===== src/rtl/johnson_monitor.sv =====
// rtl/johnson_monitor.sv - Johnson (twisted-ring) pattern checker: decode, successor check, rotation/error/stall tracking
module johnson_monitor #(
    parameter int WIDTH   = 10,
    parameter int CYCLE_W = 8,
    parameter int ERR_W   = 4,
    parameter int TIMEOUT = 15
) (
    input  logic                          CLK,
    input  logic                          RST,
    input  logic                          EN,
    input  logic [WIDTH-1:0]              PATTERN_IN,
    input  logic                          CLR_ERR,
    output logic [$clog2(2*WIDTH)-1:0]    STEP_IDX,
    output logic                          VALID,
    output logic                          STEP,
    output logic                          WRAP,
    output logic [CYCLE_W-1:0]            CYCLE_CNT,
    output logic                          ERR,
    output logic [ERR_W-1:0]              ERR_CNT,
    output logic                          STALL
);

    localparam int SEQ_LEN = 2 * WIDTH;
    localparam int IDX_W   = $clog2(SEQ_LEN);
    localparam int STALL_W = $clog2(TIMEOUT + 1);

    typedef enum logic [1:0] {
        IDLE  = 2'd0,
        TRACK = 2'd1,
        FAULT = 2'd2
    } state_t;

    state_t               state_q, state_d;
    logic [WIDTH-1:0]     cap_q;
    logic                 cap_vld_q;
    logic [IDX_W-1:0]     idx_q, idx_d;
    logic                 valid_q, valid_d;
    logic                 step_q, step_d;
    logic                 wrap_q, wrap_d;
    logic [CYCLE_W-1:0]   cyc_q, cyc_d;
    logic                 err_q, err_d;
    logic [ERR_W-1:0]     ecnt_q, ecnt_d;
    logic [STALL_W-1:0]   scnt_q, scnt_d;
    logic                 stall_q, stall_d;
    logic                 log_err;
    logic                 dec_legal;
    logic [IDX_W-1:0]     dec_idx;
    logic [IDX_W-1:0]     succ_idx;

    // Code for step k: k ones filling from bit 0, then zeros filling from bit 0.
    function automatic logic [WIDTH-1:0] code_of(input int k);
        logic [WIDTH-1:0] c;
        for (int i = 0; i < WIDTH; i++) begin
            c[i] = (k <= WIDTH) ? (i < k) : (i >= k - WIDTH);
        end
        return c;
    endfunction

    always_comb begin
        dec_legal = 1'b0;
        dec_idx   = '0;
        for (int k = 0; k < SEQ_LEN; k++) begin
            if (cap_q == code_of(k)) begin
                dec_legal = 1'b1;
                dec_idx   = IDX_W'(k);
            end
        end
    end

    assign succ_idx = (idx_q == IDX_W'(SEQ_LEN - 1)) ? '0 : idx_q + 1'b1;

    // Evaluation follows the capture by one clock, so a pattern captured
    // just before EN drops still gets judged.
    always_comb begin
        state_d = state_q;
        idx_d   = idx_q;
        valid_d = valid_q;
        step_d  = 1'b0;
        wrap_d  = 1'b0;
        cyc_d   = cyc_q;
        scnt_d  = scnt_q;
        log_err = 1'b0;
        if (cap_vld_q) begin
            case (state_q)
                IDLE, FAULT: begin
                    scnt_d = '0;
                    if (dec_legal) begin
                        state_d = TRACK;
                        idx_d   = dec_idx;
                        valid_d = 1'b1;
                    end else if (state_q == IDLE) begin
                        state_d = FAULT;
                        log_err = 1'b1;
                    end
                end
                TRACK: begin
                    if (!dec_legal) begin
                        state_d = FAULT;
                        valid_d = 1'b0;
                        scnt_d  = '0;
                        log_err = 1'b1;
                    end else if (dec_idx == idx_q) begin
                        if (scnt_q != STALL_W'(TIMEOUT)) begin
                            scnt_d = scnt_q + 1'b1;
                        end
                    end else if (dec_idx == succ_idx) begin
                        step_d = 1'b1;
                        idx_d  = dec_idx;
                        scnt_d = '0;
                        if (dec_idx == '0) begin
                            wrap_d = 1'b1;
                            cyc_d  = cyc_q + 1'b1;
                        end
                    end else begin
                        idx_d   = dec_idx;
                        scnt_d  = '0;
                        log_err = 1'b1;
                    end
                end
                default: state_d = IDLE;
            endcase
        end
        stall_d = (state_d == TRACK) && (scnt_d == STALL_W'(TIMEOUT));
    end

    // A fresh error outranks a simultaneous clear and restarts the count at one.
    always_comb begin
        err_d  = err_q;
        ecnt_d = ecnt_q;
        if (log_err) begin
            err_d  = 1'b1;
            ecnt_d = CLR_ERR ? ERR_W'(1) : ((ecnt_q == '1) ? ecnt_q : ecnt_q + 1'b1);
        end else if (CLR_ERR) begin
            err_d  = 1'b0;
            ecnt_d = '0;
        end
    end

    always_ff @(posedge CLK) begin
        if (RST) begin
            state_q   <= IDLE;
            cap_q     <= '0;
            cap_vld_q <= 1'b0;
            idx_q     <= '0;
            valid_q   <= 1'b0;
            step_q    <= 1'b0;
            wrap_q    <= 1'b0;
            cyc_q     <= '0;
            err_q     <= 1'b0;
            ecnt_q    <= '0;
            scnt_q    <= '0;
            stall_q   <= 1'b0;
        end else begin
            if (EN) begin
                cap_q <= PATTERN_IN;
            end
            cap_vld_q <= EN;
            state_q   <= state_d;
            idx_q     <= idx_d;
            valid_q   <= valid_d;
            step_q    <= step_d;
            wrap_q    <= wrap_d;
            cyc_q     <= cyc_d;
            err_q     <= err_d;
            ecnt_q    <= ecnt_d;
            scnt_q    <= scnt_d;
            stall_q   <= stall_d;
        end
    end

    assign STEP_IDX  = idx_q;
    assign VALID     = valid_q;
    assign STEP      = step_q;
    assign WRAP      = wrap_q;
    assign CYCLE_CNT = cyc_q;
    assign ERR       = err_q;
    assign ERR_CNT   = ecnt_q;
    assign STALL     = stall_q;

endmodule


===== config.mk =====
export PLATFORM = sky130hd
export DESIGN_NAME = johnson_monitor
export DESIGN_NICKNAME = d
export VERILOG_FILES = /design/src/rtl/johnson_monitor.sv
export SDC_FILE = /design/constraint.sdc
export NUM_CORES = 1
export LEC_CHECK = 0
export ABC_AREA = 1
export CAP_MARGIN = 20
export CORE_ASPECT_RATIO = 1.75
export CORE_UTILIZATION = 25
export CTS_CLUSTER_SIZE = 24
export DETAILED_ROUTE_END_ITERATION = 10
export PLACE_DENSITY = 0.5
export SLEW_MARGIN = 0
export SYNTH_ARGS = -nofsm -noshare
export SYNTH_HDL_FRONTEND = slang
export SYNTH_SLANG_ARGS = --single-unit

===== constraint.sdc =====
create_clock -name CLK -period 2.3 [get_ports CLK]
set_input_delay 0.575 -clock CLK [delete_from_list [all_inputs] [get_ports CLK]]
set_output_delay 0.575 -clock CLK [all_outputs]
set_load 0.05 [all_outputs]

==> qor.yml <==
grt_pass1_vias: 2852
htree_num_levels: 2
drtIter0Drc: 99
ys_ff_latch: 39
clk_path_buf_depth: 2
max_freq_ghz: 0.4319
seq_area_frac_synth_pct: 31.04
async_flop_share_pct: 0
cts.reportedPaths.clkPinSlew_ns: 0.06
ios: 36
maxCapViolCount: 0
layout.nets: 484
syn-cell-area_um2: 2515
rows: 48
cts_hold_buf: 0
syn_nets: 399
grt-ovfl-total: 0
dp_hpwl_mm: 6.096
outcome: "complete, but fails checks"
path_max_fanout: 5
path_class: "reg -> reg"
cts_root_buf: "clkbuf_16"
leakagePower_nw: 1.617
avgSynthCellArea_um2: 6.601
critPathLaunchType: "register"
period_needed_ns: 2.315
whs_ns: 0.4639
setup_violations: 6
firstDrtPassIters: 4
power_density_nw_per_um2: 510.4
fin_ws_ns: -0.01528
diodes: 0
area_delta_synth_final_pct: 50.10
violations: "setup timing"
fin_worst_skew_ns: 0.006230
die_y_um: 134.7
dpl-instance-area_um2: 3284
nFillCells: 1066
start_util_pct: 25.53
clk_latency_ns: 0.29
clock_sinks: 39
antenna_found_initial: 0
cp.arrival_ns: 2.54
detail-route-antenna-nets: 0
die_area_um2: 10480
cts_buffers: 5
crit_chain: "nor2_4 > nand2_2 > nor2_4 > buf_6 > nand2_2 > nand3_4 > inv_2 > nand2_1 > nand2_1 > nand3b_1 > nor2_2 > nand3_2 > buf_4 > o41ai_2 > buf_4 > nand2_1 > nor2_1"
synth-main-ff-cell: "dfxtp_1"
ir_worst_vdd_uv: 318.4
fin_crit_sh_pct: 100.7
core_area_um2: 9849
hold_class: "reg -> reg"
avgRoutedWirePerCell_um: 13.37
drcViolationCount: 0
worst-path-buf-inv: 4
grt_pass1_wl_mm: 12.69
final_cell_area_um2: 3775
required_ns: 2.53
worstSetupEndpointType: "register"
finalMaxSlewViolations: 0
rsz0062_at_grt: "yes"
syn-instance-count: 381
yosys_warnings: 0
worst_pin_slew_ns: 0.5463
grt_max_degree: 23
hold_viol: 0
viasPerCell: 4.818
gr-usage-all-layers_pct: 15.71
fin_tns_setup_ns: -0.05577
place.gp.congestion: 0.8854
slowest_stage: "dfxtp_4"
portBuffers: 35
synth_cell_types: 36
cp_top_family: "simple AND/OR/NAND/NOR gates"
synth-edff-count: 0
path_common_cell: "nand2_1"
layout-drive-gt1-share_pct: 29.76
drt_wl_total_mm: 7.913
die_w_um: 77.82
cts_tree: "yes"
relSlewSlack_pct: 63.54
cpPeakStageDelay_ns: 0.36
vias: 2852
[flip-flops by register name (all words and copies together) (netlist names)]
name and flops:
state_q 2, cap_q 10, scnt_q 4, STALL 1
WRAP 1, ERR 1, CYCLE_CNT 8, cap_vld_q 1
STEP 1, VALID 1, STEP_IDX 5, ERR_CNT 4
[metrics by stage]
step                cells  util, %  power (mW)  setup slack [ns]
finish                592    38.33       1.927          -0.01528
detailed placement    573    33.35       1.040           -0.1181
CTS                   583    35.95       1.915          0.001715
global route          592    38.33       2.004           -0.1819
global placement      573    33.35       1.039           -0.1335
floorplan             381        -      0.9161            0.1157
[worst paths after layout]
kind / startpoint / end / slack [ns] / depth (start not counted)
max: cap_q[0] / STALL / -0.02 / 17
min: CYCLE_CNT[4] / CYCLE_CNT[4] / 0.46 / 2
max reg2reg: cap_q[0] / STALL / -0.02 / 17
min reg2reg: CYCLE_CNT[4] / CYCLE_CNT[4] / 0.46 / 2
[metal layers]
layer	global-route usage [%]	up-vias	routed length, um
met5	0	-	0
met4	11.43	0	430
met3	2.500	31	188
met2	31.81	53	4582
met1	13.23	1335	2711
li1	-	1433	-
[Yosys cell counts (all sizes together), types with 3 or more instances]
master   count  area share (%)
o21ai       25             5.1
nand3       34             8.0
a21oi       34             6.8
nand4       15             4.9
xor2         5             1.7
o2111ai      3             1.0
dfxtp       39              31
ha           4             2.0
clkbuf       6            0.90
nand2       84              13
inv         53             7.9
nor2        52             9.6
nor3         9             2.4
[logic make-up after synthesis]
logic type | share of synthesized area, %
mux | 0.3980
fa+ha+maj | 1.990
flops | 31.04
xor+xnor | 2.438
buf+inv | 9.005
simple gates | 39.95
compound gates | 15.17
[worst register-to-register path, cell delays in order (launching register included)]
cell	delay (ns)
dfxtp_4	0.36
nor2_4	0.13
nand2_2	0.09
nor2_4	0.16
buf_6	0.12
nand2_2	0.06
nand3_4	0.09
inv_2	0.05
nand2_1	0.05
nand2_1	0.04
nand3b_1	0.16
nor2_2	0.13
nand3_2	0.15
buf_4	0.18
o41ai_2	0.20
buf_4	0.16
nand2_1	0.04
nor2_1	0.07
[report_power, final]
| part | switching, mW | leakage [nW] | internal, mW |
|---|---|---|---|
| sequential | 0.0291 | 0.323 | 0.697 |
| combinational | 0.208 | 1.21 | 0.147 |
| clock | 0.300 | 0.0875 | 0.546 |
| total | 0.537 | 1.62 | 1.39 |
[cells in the final DEF (no fill, tap or decap), types with 8 or more instances in the layout]
cell type        count
nand2_1             67
buf_4               48
inv_1               43
nor2_1              34
clkdlybuf4s50_1     33
a21oi_1             31
dfxtp_1             28
nand3_1             26
nand2_2             15
o21ai_0             15
nand4_1             13
nor2_4              10
inv_2                8
nor2_2               8
[timing repair]
action	CTS	global route
resized for setup	21	51
setup endpoints to repair	18	25
cloned	1	0
pin swaps	3	20
setup buffers	1	9
[layout make-up]
cell class,instances,area [um2],area share (%)
multi-input combinational,283,1697,44.95
sequential,39,807.0,21.38
clock inverter,2,38.79,1.028
inverter,53,203.9,5.403
timing repair buffer,84,733.2,19.42
tap,125,156.4,4.143
clock buffer,6,138.9,3.679
(Power assumes the default switching activity.)
